===== src/rtl/ps2_pkg.sv =====
// PS/2 host transmitter shared definitions: FSM state encoding, keyboard
// command/response byte constants and small helpers used by ps2_host_tx.
package ps2_pkg;

   // Transmitter FSM states.
   typedef enum logic [2:0] {
      IDLE      = 3'd0,
      INHIBIT   = 3'd1,
      REQ       = 3'd2,
      DATA      = 3'd3,
      ACK       = 3'd4,
      WAIT_IDLE = 3'd5,
      FAIL      = 3'd6
   } tx_state_t;

   // Host-to-keyboard commands and the device responses that follow them.
   localparam logic [7:0] CMD_SET_LEDS = 8'hED;
   localparam logic [7:0] CMD_ECHO     = 8'hEE;
   localparam logic [7:0] CMD_RESET    = 8'hFF;
   localparam logic [7:0] CMD_ENABLE   = 8'hF4;
   localparam logic [7:0] RESP_ACK     = 8'hFA;
   localparam logic [7:0] RESP_RESEND  = 8'hFE;

   // Falling-edge numbers that mark the end of the frame on the wire.
   localparam logic [3:0] EDGE_PARITY = 4'd9;
   localparam logic [3:0] EDGE_STOP   = 4'd10;

   // PS/2 frames carry odd parity over the data byte.
   function automatic logic odd_parity(input logic [7:0] b);
      return ~^b;
   endfunction

   // Microseconds to system clock cycles (clock assumed an integer number of MHz).
   function automatic int unsigned us_to_cycles(input int unsigned clk_hz,
                                                input int unsigned us);
      return (clk_hz / 1_000_000) * us;
   endfunction

endpackage


===== src/rtl/ps2_line_sync.sv =====
// Brings the raw PS/2 clock and data levels into the system clock domain
// through two flops each, and flags a PS2_CLK falling edge for one cycle.
// Flops reset to 1 (idle bus level) so reset never fakes a falling edge.
module ps2_line_sync (
   input  logic clock,
   input  logic reset,
   input  logic clk_in,
   input  logic dat_in,
   output logic clk_sync,
   output logic dat_sync,
   output logic clk_fall
);

   logic [1:0] raw_vec;
   logic [1:0] sync_vec;
   logic       clk_prev_reg;

   assign raw_vec = {dat_in, clk_in};

   genvar gi;
   generate
      for (gi = 0; gi < 2; gi++) begin : g_sync
         logic meta_reg;
         logic sync_reg;

         // Two-stage synchronizer for one line.
         always_ff @(posedge clock) begin
            if (reset) begin
               meta_reg <= 1'b1;
               sync_reg <= 1'b1;
            end else begin
               meta_reg <= raw_vec[gi];
               sync_reg <= meta_reg;
            end
         end

         assign sync_vec[gi] = sync_reg;
      end
   endgenerate

   // Remember last synchronized clock level for edge detection.
   always_ff @(posedge clock) begin
      if (reset) begin
         clk_prev_reg <= 1'b1;
      end else begin
         clk_prev_reg <= sync_vec[0];
      end
   end

   assign clk_sync = sync_vec[0];
   assign dat_sync = sync_vec[1];
   assign clk_fall = clk_prev_reg & ~sync_vec[0];

endmodule


===== src/rtl/ps2_host_tx.sv =====
// Host-to-device PS/2 transmitter. Sends one command byte to the keyboard on
// the shared PS2_CLK/PS2_DAT pair using active-high pull-low enables
// (open-drain at the pad: PS2_x = oe ? 1'b0 : 1'bz).
// Optional feature macro: PS2_TX_RETRY_EN -- when defined, a failed frame is
// re-sent from INHIBIT up to MAX_RETRY times before error is reported.
module ps2_host_tx
   import ps2_pkg::*;
#(
   parameter int unsigned CLK_FREQ_HZ  = 50_000_000,
   parameter int unsigned INHIBIT_US   = 120,
   parameter int unsigned START_TMO_US = 15000,
   parameter int unsigned BIT_TMO_US   = 2000,
   parameter int unsigned MAX_RETRY    = 2
) (
   input  logic       clock,
   input  logic       reset,
   input  logic [7:0] cmd_data,
   input  logic       cmd_valid,
   output logic       cmd_ready,
   input  logic       ps2_clk_in,
   input  logic       ps2_dat_in,
   output logic       ps2_clk_oe,
   output logic       ps2_dat_oe,
   output logic       busy,
   output logic       done,
   output logic       error
);

   localparam int unsigned INHIBIT_CYC   = us_to_cycles(CLK_FREQ_HZ, INHIBIT_US);
   localparam int unsigned START_TMO_CYC = us_to_cycles(CLK_FREQ_HZ, START_TMO_US);
   localparam int unsigned BIT_TMO_CYC   = us_to_cycles(CLK_FREQ_HZ, BIT_TMO_US);
   localparam int          WD_W          = $clog2(START_TMO_CYC + 1);
   localparam int          INH_W         = $clog2(INHIBIT_CYC + 1);

   localparam logic [WD_W-1:0]  START_LOAD = WD_W'(START_TMO_CYC);
   localparam logic [WD_W-1:0]  BIT_LOAD   = WD_W'(BIT_TMO_CYC);
   localparam logic [WD_W-1:0]  WD_ONE     = WD_W'(1);
   localparam logic [INH_W-1:0] INH_LOAD   = INH_W'(INHIBIT_CYC - 1);

   // Synchronized line levels and falling edge of the device clock.
   logic clk_sync;
   logic dat_sync;
   logic clk_fall;

   ps2_line_sync u_line_sync (
      .clock    (clock),
      .reset    (reset),
      .clk_in   (ps2_clk_in),
      .dat_in   (ps2_dat_in),
      .clk_sync (clk_sync),
      .dat_sync (dat_sync),
      .clk_fall (clk_fall)
   );

   tx_state_t        state_reg,    state_next;
   logic             clk_oe_reg,   clk_oe_next;
   logic             dat_oe_reg,   dat_oe_next;
   logic [7:0]       data_reg,     data_next;
   logic             parity_reg,   parity_next;
   logic [INH_W-1:0] inh_cnt_reg,  inh_cnt_next;
   logic [WD_W-1:0]  wd_reg,       wd_next;
   logic [3:0]       edge_cnt_reg, edge_cnt_next;
   logic [3:0]       edge_num;
   logic [WD_W-1:0]  wd_dec;
   logic             done_pulse;
   logic             error_pulse;

`ifdef PS2_TX_RETRY_EN
   localparam int RTY_W = (MAX_RETRY < 1) ? 1 : $clog2(MAX_RETRY + 1);
   logic [RTY_W-1:0] retry_reg, retry_next;
`else
   // MAX_RETRY only matters when retries are built in.
   logic unused_max_retry;
   assign unused_max_retry = |MAX_RETRY;
`endif

   // Next-state, line drive and counter logic.
   always_comb begin
      state_next    = state_reg;
      clk_oe_next   = clk_oe_reg;
      dat_oe_next   = dat_oe_reg;
      data_next     = data_reg;
      parity_next   = parity_reg;
      inh_cnt_next  = inh_cnt_reg;
      wd_next       = wd_reg;
      edge_cnt_next = edge_cnt_reg;
      done_pulse    = 1'b0;
      error_pulse   = 1'b0;
`ifdef PS2_TX_RETRY_EN
      retry_next    = retry_reg;
`endif
      edge_num = edge_cnt_reg + 4'd1;
      // Watchdog saturates at zero rather than wrapping.
      wd_dec   = (wd_reg != '0) ? (wd_reg - WD_ONE) : '0;

      case (state_reg)
         IDLE: begin
            if (cmd_valid) begin
               data_next     = cmd_data;
               parity_next   = odd_parity(cmd_data);
               clk_oe_next   = 1'b1;
               dat_oe_next   = 1'b0;
               inh_cnt_next  = INH_LOAD;
               edge_cnt_next = '0;
`ifdef PS2_TX_RETRY_EN
               retry_next    = '0;
`endif
               state_next    = INHIBIT;
            end
         end

         INHIBIT: begin
            // Hand the clock back and assert the start bit on the same edge.
            if (inh_cnt_reg == '0) begin
               clk_oe_next   = 1'b0;
               dat_oe_next   = 1'b1;
               wd_next       = START_LOAD;
               edge_cnt_next = '0;
               state_next    = REQ;
            end else begin
               inh_cnt_next = inh_cnt_reg - 1'b1;
            end
         end

         REQ, DATA: begin
            if (clk_fall) begin
               edge_cnt_next = edge_num;
               wd_next       = BIT_LOAD;
               state_next    = DATA;
               if (edge_num <= 4'd8) begin
                  dat_oe_next = ~data_reg[3'(edge_num - 4'd1)];
               end else if (edge_num == EDGE_PARITY) begin
                  dat_oe_next = ~parity_reg;
               end else begin
                  // Stop bit: release the line so the device can ack.
                  dat_oe_next = 1'b0;
                  state_next  = ACK;
               end
            end else if (wd_reg <= WD_ONE) begin
               clk_oe_next = 1'b0;
               dat_oe_next = 1'b0;
               state_next  = FAIL;
            end else begin
               wd_next = wd_dec;
            end
         end

         ACK: begin
            // Edge 11: device must be holding data low.
            if (clk_fall) begin
               edge_cnt_next = edge_num;
               wd_next       = BIT_LOAD;
               state_next    = dat_sync ? FAIL : WAIT_IDLE;
            end else if (wd_reg <= WD_ONE) begin
               state_next = FAIL;
            end else begin
               wd_next = wd_dec;
            end
         end

         WAIT_IDLE: begin
            // Further falls are ignored; only wait for the bus to go idle.
            if (clk_sync && dat_sync) begin
               done_pulse = 1'b1;
               state_next = IDLE;
            end else if (wd_reg <= WD_ONE) begin
               state_next = FAIL;
            end else begin
               wd_next = wd_dec;
            end
         end

         FAIL: begin
            clk_oe_next = 1'b0;
            dat_oe_next = 1'b0;
`ifdef PS2_TX_RETRY_EN
            if (retry_reg < RTY_W'(MAX_RETRY)) begin
               retry_next    = retry_reg + 1'b1;
               clk_oe_next   = 1'b1;
               inh_cnt_next  = INH_LOAD;
               edge_cnt_next = '0;
               state_next    = INHIBIT;
            end else begin
               error_pulse = 1'b1;
               state_next  = IDLE;
            end
`else
            error_pulse = 1'b1;
            state_next  = IDLE;
`endif
         end

         default: begin
            clk_oe_next = 1'b0;
            dat_oe_next = 1'b0;
            state_next  = IDLE;
         end
      endcase
   end

   // State, line-enable and counter registers.
   always_ff @(posedge clock) begin
      if (reset) begin
         state_reg    <= IDLE;
         clk_oe_reg   <= 1'b0;
         dat_oe_reg   <= 1'b0;
         data_reg     <= '0;
         parity_reg   <= 1'b0;
         inh_cnt_reg  <= '0;
         wd_reg       <= '0;
         edge_cnt_reg <= '0;
`ifdef PS2_TX_RETRY_EN
         retry_reg    <= '0;
`endif
      end else begin
         state_reg    <= state_next;
         clk_oe_reg   <= clk_oe_next;
         dat_oe_reg   <= dat_oe_next;
         data_reg     <= data_next;
         parity_reg   <= parity_next;
         inh_cnt_reg  <= inh_cnt_next;
         wd_reg       <= wd_next;
         edge_cnt_reg <= edge_cnt_next;
`ifdef PS2_TX_RETRY_EN
         retry_reg    <= retry_next;
`endif
      end
   end

   assign ps2_clk_oe = clk_oe_reg;
   assign ps2_dat_oe = dat_oe_reg;
   assign cmd_ready  = (state_reg == IDLE);
   assign busy       = (state_reg != IDLE);
   assign done       = done_pulse;
   assign error      = error_pulse;

endmodule


===== config.mk =====
export PLATFORM = sky130hd
export DESIGN_NAME = ps2_host_tx
export DESIGN_NICKNAME = d
export VERILOG_FILES = /design/src/rtl/ps2_pkg.sv /design/src/rtl/ps2_line_sync.sv /design/src/rtl/ps2_host_tx.sv
export SDC_FILE = /design/constraint.sdc
export NUM_CORES = 1
export LEC_CHECK = 0
export ABC_AREA = 1
export ABC_CLOCK_PERIOD_IN_PS = 1900
export BUFFER_PORTS_ARGS = -buffer_cell sky130_fd_sc_hd__buf_2
export CAP_MARGIN = 20
export CORE_MARGIN = 4
export CORE_UTILIZATION = 56
export DETAILED_ROUTE_END_ITERATION = 6
export GPL_TIMING_DRIVEN = 0
export PLACE_DENSITY = 0.82
export SLEW_MARGIN = 25
export SYNTH_ARGS = -nofsm -noshare
export SYNTH_HDL_FRONTEND = slang
export SYNTH_SLANG_ARGS = --single-unit

===== constraint.sdc =====
create_clock -name clock -period 1.9 [get_ports clock]
set_input_delay 0.285 -clock clock [delete_from_list [all_inputs] [get_ports clock]]
set_output_delay 0.285 -clock clock [all_outputs]
set_load 0.03 [all_outputs]

Word-level counts from Yosys, hierarchy flattened
Cells that the tools add are included.
{"block": "op_classes", "n_reduce_logical": 19, "muxes": 39, "addsub": 4, "magnitude_cmp": 3, "bitwise_logic": 5, "n_eq_ne": 15}
{"cell": "20-bit two-way mux", "n": 5}
{"cell": "20-bit one-hot mux with 3 select lines", "n": 1}
{"cell": "13-bit two-way mux", "n": 2}
{"cell": "13-bit one-hot mux with 2 select lines", "n": 1}
{"cell": "3-bit two-way mux", "n": 8}
{"cell": "20-bit by 1-bit <= comparator with 1-bit output, second input constant", "n": 1}
{"cell": "20-bit nonzero test", "n": 1}
{"cell": "20-bit by 1-bit subtractor with 20-bit output, second input constant", "n": 1}
{"cell": "3-bit one-hot mux with 5 select lines", "n": 1}
{"cell": "13-bit zero test", "n": 1}
{"cell": "1-bit two-way mux", "n": 13}
{"cell": "13-bit by 1-bit subtractor with 13-bit output, second input constant", "n": 1}
{"cell": "4-bit two-way mux", "n": 3}
{"cell": "2-bit inequality test, second input constant", "n": 6}
{"cell": "4-bit one-hot mux with 3 select lines", "n": 1}
{"cell": "3-bit equality test, second input constant", "n": 3}
{"cell": "3-bit nonzero test", "n": 3}
{"cell": "1-bit one-hot mux with 4 select lines", "n": 2}
{"cell": "4-bit AND reduction", "n": 2}
{"cell": "8-bit XNOR reduction", "n": 1}
{"cell": "3-bit by 2-bit equality test with 1-bit output, second input constant", "n": 2}
{"cell": "3-bit AND reduction", "n": 2}
{"cell": "5-bit AND reduction", "n": 1}
{"cell": "4-bit by 1-bit adder with 4-bit output, second input constant", "n": 1}
{"cell": "other kinds (17)", "n": 22}
{"block": "totals", "output_inout_bits": 6, "ff_bits": 56, "elab_cells": 98}

Depth between registers and ports, before layout
Gate-level depths: netlist of the first run.
{"block": "depth", "ltp_word": 8, "ltp_mapped": 12}

Hierarchy
Synthesis of the first run repeated with hierarchy kept, for this count alone.
{"block": "unflattened", "hier_cells": 549, "hier_area_um2": 3429.5}
{"module": "ps2_host_tx", "n_inst": 1, "seq_area_each_um2": 1021.0, "cells_per_inst": 531, "area_per_inst_um2": 3280.6}
{"module": "ps2_line_sync", "n_inst": 1, "seq_area_each_um2": 100.1, "cells_per_inst": 18, "area_per_inst_um2": 148.9}

Worst setup path after synthesis of the first run
OpenSTA, ideal clock, no wires.
{"block": "synth_timing", "path_type": "reg-to-reg", "from": "reg state_reg[0]", "to": "reg inh_cnt_reg[7]", "arrival_time_ps": 1790, "slack_ps": -5, "n_path_buf": 1, "stages_incl_launch_ff": 11, "path_cell_list": "dfxtp_1 > buf_4 > nor2_1 > nand2_1 > inv_1 > nand2_2 > nand2_2 > nand2_2 > nor2_1 > xnor2_1 > nor2_1"}
{"block": "synth_between", "elab_chain_cells": 3, "word_cells_on_any_way": 7, "classes_between": "eq/ne: 3; mux: 1; reduce/logical: 3"}
{"element": "start: declaration", "line_no": "ps2_host_tx.sv:55", "rtl": "tx_state_t state_reg, state_next;"}
{"element": "start signal: assignment", "line_no": "ps2_host_tx.sv:216", "rtl": "state_reg <= state_next;"}
{"element": "3-bit zero test (*)"}
{"element": "net cmd_ready", "line_no": "ps2_host_tx.sv:19", "rtl": "output logic cmd_ready,"}
{"element": "2-bit inequality test (no line) or 2-bit nonzero test (tied branches)"}
{"element": "3-bit AND reduction (no line)"}
{"element": "end signal: assignment", "line_no": "ps2_host_tx.sv:221", "rtl": "inh_cnt_reg <= inh_cnt_next;"}
{"element": "end: declaration", "line_no": "ps2_host_tx.sv:60", "rtl": "logic [INH_W-1:0] inh_cnt_reg, inh_cnt_next;"}
The timed path passes the listed nets; every way through them passes the cells marked *.
A chain may end at the register's enable or synchronous reset.

Final worst setup path of the first run
{"block": "layout_timing", "from": "reg state_reg[2]", "to": "out done"}
{"block": "layout_between", "elab_chain_cells": 2}
{"element": "3-bit equality test", "line_no": "ps2_host_tx.sv:96", "rtl": "case (state_reg)"}
{"element": "1-bit two-way mux", "line_no": "ps2_host_tx.sv:96"}
{"element": "end: declaration", "line_no": "ps2_host_tx.sv:25", "rtl": "output logic done,"}
No other way between the ends.

==> impl_metrics.py, run 1 <==
metrics = {
    "power": {
        "power_mw": 6.43,
        "seqPwrFrac": 0.275,
        "p_int_mw": 3.16,
        "combPwrFrac": 0.617,
        "power_frac_clock": 0.109,
        "irDropWorstVdd_v": 0.000829,
        "p_per_area_mw_per_mm2": 1620,
        "p_sw_frac": 0.509,
        "leakage_nw": 1.77,
        "p_switching_mw": 3.27,
    },
    "floorplanning": {
        "die_h_um": 87.1,
        "rows": 28,
        "core-area_mm2": 0.00599,
        "dieArea_mm2": 0.00759,
        "ios": 19,
        "initial_core_util": 0.585,
        "die_w_um": 87.1,
    },
    "timing": {
        "min_period_over_period": 0.955,
        "setup_viol_count_final": 0,
        "relSlewSlack": 0.559,
        "tightest_slew_ns": 0.662,
        "layout_min_cycle_time_ns": 1.81,
        "fin_tns_setup_ns": 0,
        "drv_slew": 0,
        "max_freq_mhz": 551,
        "finalHoldViolCount": 0,
        "skew_ns": 0.0126,
    },
    "worst_setup_path": {
        "criticalPathCategory": "flip-flop to output port",
        "arrival_ns": 1.53,
        "worst_r2r_endpoint": "wd_reg[7]",
        "cp.required_ns": 1.62,
        "crit_path_start_kind": "flip-flop",
        "crit_fanout": 5,
        "r2r-start": "state_reg[0]",
        "cp-end-kind": "output port",
        "reg2reg_depth": 11,
        "regToRegSetupSlack_ns": 0.11,
    },
    "drt": {
        "routedWlPerCell_um": 13.9,
        "dr.pass1.iters": 5,
        "ant_nets": 0,
        "drc": 0,
        "drt_iter0_drc": 367,
        "dr_total_vias": 3611,
        "viasPerCell": 5.60,
        "drt_wl_total_mm": 8.98,
    },
    "cells_and_area": {
        "drive_gt1_frac": 0.182,
        "fill_cells": 519,
        "mostFrequentLayoutCells": "nand2_1, nor2_1, dfxtp_1",
        "area_delta_synth_final_pct": 13.5,
        "layout_commonest_cell": "nand2_1",
        "instances_no_fill": 645,
        "layout.nets": 589,
        "antennaDiodeCount": 0,
        "regArea_mm2": 0.00113,
        "post-route-util": 0.664,
        "multiInputGateArea_mm2": 0.00218,
        "design_area_mm2": 0.00398,
        "largest_reg_flops": 20,
    },
    "grt": {
        "grt_pass1_wl_mm": 15.0,
        "grt_pass1_vias": 3387,
        "grt_max_degree": 20,
        "grt_overflow_total": 0,
        "grt_antenna_before_repair": 0,
        "grt_usage": 0.246,
    },
    "placement": {
        "dp.cells": 627,
        "hpwl_mm": 6.55,
        "gp_congestion": 0.884,
        "dpl_cell_area_mm2": 0.00368,
        "io_buffers": 17,
    },
    "clock_network": {
        "h-tree-depth": 2,
        "worstSkewPairLatency_ns": 0.32,
        "clk_pin_slew_ns": 0.10,
        "cts_num_sinks": 56,
        "cts_buffers": 5,
        "root_buffer": "clkbuf_8",
        "cts_buffer_depth": 2,
        "cts_tree": "built",
    },
    "flow_run": {
        "cap_violations": 0,
    },
    "logic_synthesis": {
        "yosysWarnings": 0,
        "syn-cell-area_mm2": 0.00350,
        "syn-num-nets": 555,
        "synth-seq-cells": 56,
        "syn_inst": 535,
        "synth_cell_types": 42,
        "avgSynthCellArea_um2": 6.55,
        "yosysSeqAreaShare": 0.320,
    },
    "min_path": {
        "hold_path_class": "primary input to flip-flop",
        "worstHoldPathCells": 2,
        "hp-start": "ps2_clk_in",
        "holdPathEnd": "u_line_sync.g_sync[0].meta_reg",
    },
    "run_status": {
        "outcome": "complete, no violations",
    },
}
## worst max-delay path, cell delays in order (launching register included)
cell and delay (ns):
dfxtp_1 0.51, inv_2 0.12, nor2_4 0.17, nand2_4 0.10, nor2_8 0.11, buf_2 0.21
## layout make-up
cell class | instances | share of cell area
clock buffer | 5 | 0.0173
multi-input combinational | 407 | 0.548
timing repair inverter | 1 | 0.00126
inverter | 62 | 0.0632
clock inverter | 3 | 0.00661
buffer | 9 | 0.0170
sequential | 56 | 0.283
timing repair buffer | 27 | 0.0403
tap | 75 | 0.0236
## stage by stage
step,setup slack (ns),hold slack (ns)
2_1_floorplan,0.104,0.389
3_3_place_gp,-0.0955,0.402
3_5_place_dp,-0.135,0.408
4_1_cts,-0.0200,0.144
5_1_grt,-0.0328,0.154
6_report,0.0850,0.158
## worst max-delay path by stage
stage	start	end	depth (start not counted)
floorplan	state_reg[0]	inh_cnt_reg[7]	10
global placement	inh_cnt_reg[0]	wd_reg[7]	12
detailed placement	wd_reg[0]	wd_reg[8]	8
CTS	inh_cnt_reg[0]	wd_reg[7]	12
global route	state_reg[0]	wd_reg[7]	11
finish	state_reg[2]	done	5
## metal layers
metal	up-vias	share of wire	global-route usage
li1	1808	-	-
met1	1624	0.42	0.308
met2	151	0.48	0.420
met3	28	0.075	0.0397
met4	0	0.026	0.0962
met5	-	0	0
## synth_stat cells (all sizes together)
cell type / instances / area (µm²)
a211oi: 1 / 7.51
nand3b: 2 / 15.0
o21ai: 35 / 190
a21oi: 49 / 275
nand3: 44 / 230
dfxtp: 56 / 1120
clkinv: 1 / 3.75
nand2: 130 / 520
buf: 6 / 52.6
inv: 61 / 234
o21bai: 4 / 30.0
clkbuf: 4 / 15.0
a31oi: 3 / 18.8
xnor2: 9 / 78.8
nor4: 1 / 6.26
or2: 6 / 37.5
and3: 1 / 6.26
xor2: 7 / 61.3
ha: 7 / 87.6
o211ai: 2 / 15.0
nor2: 86 / 369
nor3: 11 / 71.3
a21o: 1 / 7.51
nand4: 8 / 50.1
## power groups by stage
stage / sequential (mW) / clock (mW) / combinational, mW
2_1_floorplan: 1.71 / 0 / 2.77
3_3_place_gp: 1.75 / 0 / 3.37
3_5_place_dp: 1.76 / 0 / 3.47
4_1_cts: 1.73 / 0.716 / 3.54
5_1_grt: 1.80 / 0.774 / 4.44
6_report: 1.77 / 0.697 / 3.96
## kinds of logic (layout without fill, tap and decap cells)
logic type,count (synthesis),count (layout),synth area share
flops,56,56,0.320
fa+ha+maj,7,7,0.0250
simple gates,289,289,0.373
buf+inv,72,107,0.0871
compound gates,95,95,0.155
xor+xnor,16,16,0.0400
## timing repair
action	4_1_cts	5_1_grt
gates resized for setup	7	29
setup buffers	1	9
gates cloned	0	1
pin swaps	1	7
endpoints found under the setup margin	34	40
endpoints found under the hold margin	0	0
hold buffers	0	0
(Power assumes the default switching activity.)
==> inputs of run 2 (changes only) <==
Settings changed: ABC_CLOCK_PERIOD_IN_PS 1900 to 1500, CORE_UTILIZATION 56 to 55, PLACE_DENSITY 0.82 to 0.84.
Clock period 1.9 ns to 1.5 ns, I/O delays scaled along.
==> run 2 against run 1 <==
The run now ends with negative setup slack left. Highest routed layer unchanged. Critical path type is now flip-flop to flip-flop. Cell count increased by 7.0%. Sequential share of layout area down 4.7 points. Largest power group unchanged. Register-to-register slack lost 0.53 ns. Power increased by 70%. First-iteration DRC count grew 57%. Clock skew up 0.0013 ns. Hold slack worse by 0.073 ns. Combinational power rose by 92%. Routed wire length grew 53%. Die area rose by 1.6%. Count of clock-buffer cells in the layout unchanged.
==> impl_metrics.py, run 2 (same netlist as run 1, synthesis figures left out) <==
metrics = {
    "placement": {
        "dp_slack_ns": -0.381,
        "dp.cells": 627,
        "dpl_cell_area_mm2": 0.00375,
        "io_buffers": 17,
        "gp_congestion": 0.956,
        "hpwl_mm": 6.45,
    },
    "timing": {
        "min_period_over_period": 1.28,
        "tightest_slew_ns": 0.754,
        "setup_viol_count_final": 47,
        "timing.hold.ws_ns": 0.0845,
        "fin_tns_setup_ns": -7.09,
        "finalHoldViolCount": 0,
        "skew_ns": 0.0139,
        "drv_slew": 0,
        "layout_min_cycle_time_ns": 1.92,
        "setup_ws_ns": -0.420,
        "rsz0062_at_grt": "true",
        "relSlewSlack": 0.498,
        "max_freq_mhz": 521,
    },
    "min_path": {
        "hold_path_class": "primary input to flip-flop",
    },
    "cells_and_area": {
        "regArea_mm2": 0.00117,
        "multiInputGateArea_mm2": 0.00267,
        "post-route-util": 0.820,
        "antennaDiodeCount": 0,
        "largest_reg_flops": 20,
        "drive_gt1_frac": 0.413,
        "design_area_mm2": 0.00497,
        "layout.nets": 634,
        "mostFrequentLayoutCells": "nand2_1, nor2_1, buf_4",
        "area_delta_synth_final_pct": 41.7,
        "layout_commonest_cell": "nand2_1",
        "instances_no_fill": 690,
        "fill_cells": 313,
    },
    "worst_setup_path": {
        "crit_path_start_kind": "flip-flop",
        "cp-end-kind": "flip-flop",
        "cp.required_ns": 1.68,
        "criticalPathCategory": "flip-flop to flip-flop",
        "arrival_ns": 2.10,
        "crit_fanout": 3,
    },
    "run_status": {
        "violations": "negative setup slack",
        "outcome": "finished, violations left",
    },
    "floorplanning": {
        "core-area_mm2": 0.00606,
        "rows": 28,
        "dieArea_mm2": 0.00771,
        "ios": 19,
        "initial_core_util": 0.578,
        "die_w_um": 87.8,
        "die_h_um": 87.8,
    },
    "clock_network": {
        "clk_pin_slew_ns": 0.12,
        "root_buffer": "clkbuf_8",
        "cts_num_sinks": 56,
        "cts_buffer_depth": 2,
        "cts_tree": "built",
        "h-tree-depth": 2,
        "worstSkewPairLatency_ns": 0.33,
        "cts_buffers": 5,
    },
    "grt": {
        "grt_pass1_wl_mm": 16.2,
        "grt_usage": 0.266,
        "grt_pass1_vias": 3500,
        "grt_overflow_total": 0,
        "grt_max_degree": 20,
        "grt_antenna_before_repair": 0,
    },
    "drt": {
        "drt_wl_total_mm": 13.7,
        "viasPerCell": 6.38,
        "drc": 0,
        "dr_total_vias": 4403,
        "dr.pass1.iters": 5,
        "ant_nets": 0,
        "routedWlPerCell_um": 19.9,
        "drt_iter0_drc": 576,
    },
    "power": {
        "power_mw": 11.0,
        "leakage_nw": 2.14,
        "p_per_area_mw_per_mm2": 2200,
        "irDropWorstVdd_v": 0.00168,
    },
    "flow_run": {
        "cap_violations": 0,
    },
}
==> run 2: critical path: stages (launching register included) <==
cell     delay [ns]
dfxtp_1        0.37
nor2_2         0.21
nand2_2        0.14
buf_4          0.17
nor2_1         0.07
nand3_1        0.07
nor2_1         0.37
nand3_1        0.17
nand3_1        0.12
a21oi_1        0.06
==> run 2: what timing repair did <==
action	4_1_cts	5_1_grt
hold buffers	0	0
endpoints found under the setup margin	42	50
hold endpoints to repair	0	0
buffers inserted	30	25
cloned	2	1
pin swaps	30	44
resized for setup	73	138
==> run 2: where the power goes <==
part           switching, mW  internal [mW]
Combinational           4.66           2.95
Sequential             0.516           1.90
Clock                  0.573          0.347
==> run 2: cell type report <==
class / instances / area share
multi-input combinational: 408 / 0.537
sequential: 56 / 0.237
timing repair buffer: 73 / 0.119
inverter: 62 / 0.0574
tap: 75 / 0.0189
clock buffer: 5 / 0.0139
buffer: 8 / 0.0126
clock inverter: 3 / 0.00529
==> run 2: layer usage <==
metal	part of all wire	up-vias	track usage
met1	0.36	2002	0.338
met2	0.46	370	0.434
met4	0.079	0	0.119
met5	0	-	0
li1	-	1896	-
met3	0.099	135	0.0546
==> run 2: final timing paths <==
check,startpoint,end,slack [ns],cells past startpoint
min reg2reg,u_line_sync.g_sync[0].meta_reg,u_line_sync.clk_sync,0.45,1
max,wd_reg[7],wd_reg[18],-0.42,9
min,ps2_dat_in,u_line_sync.g_sync[1].meta_reg,0.08,2
max reg2reg,wd_reg[7],wd_reg[18],-0.42,9
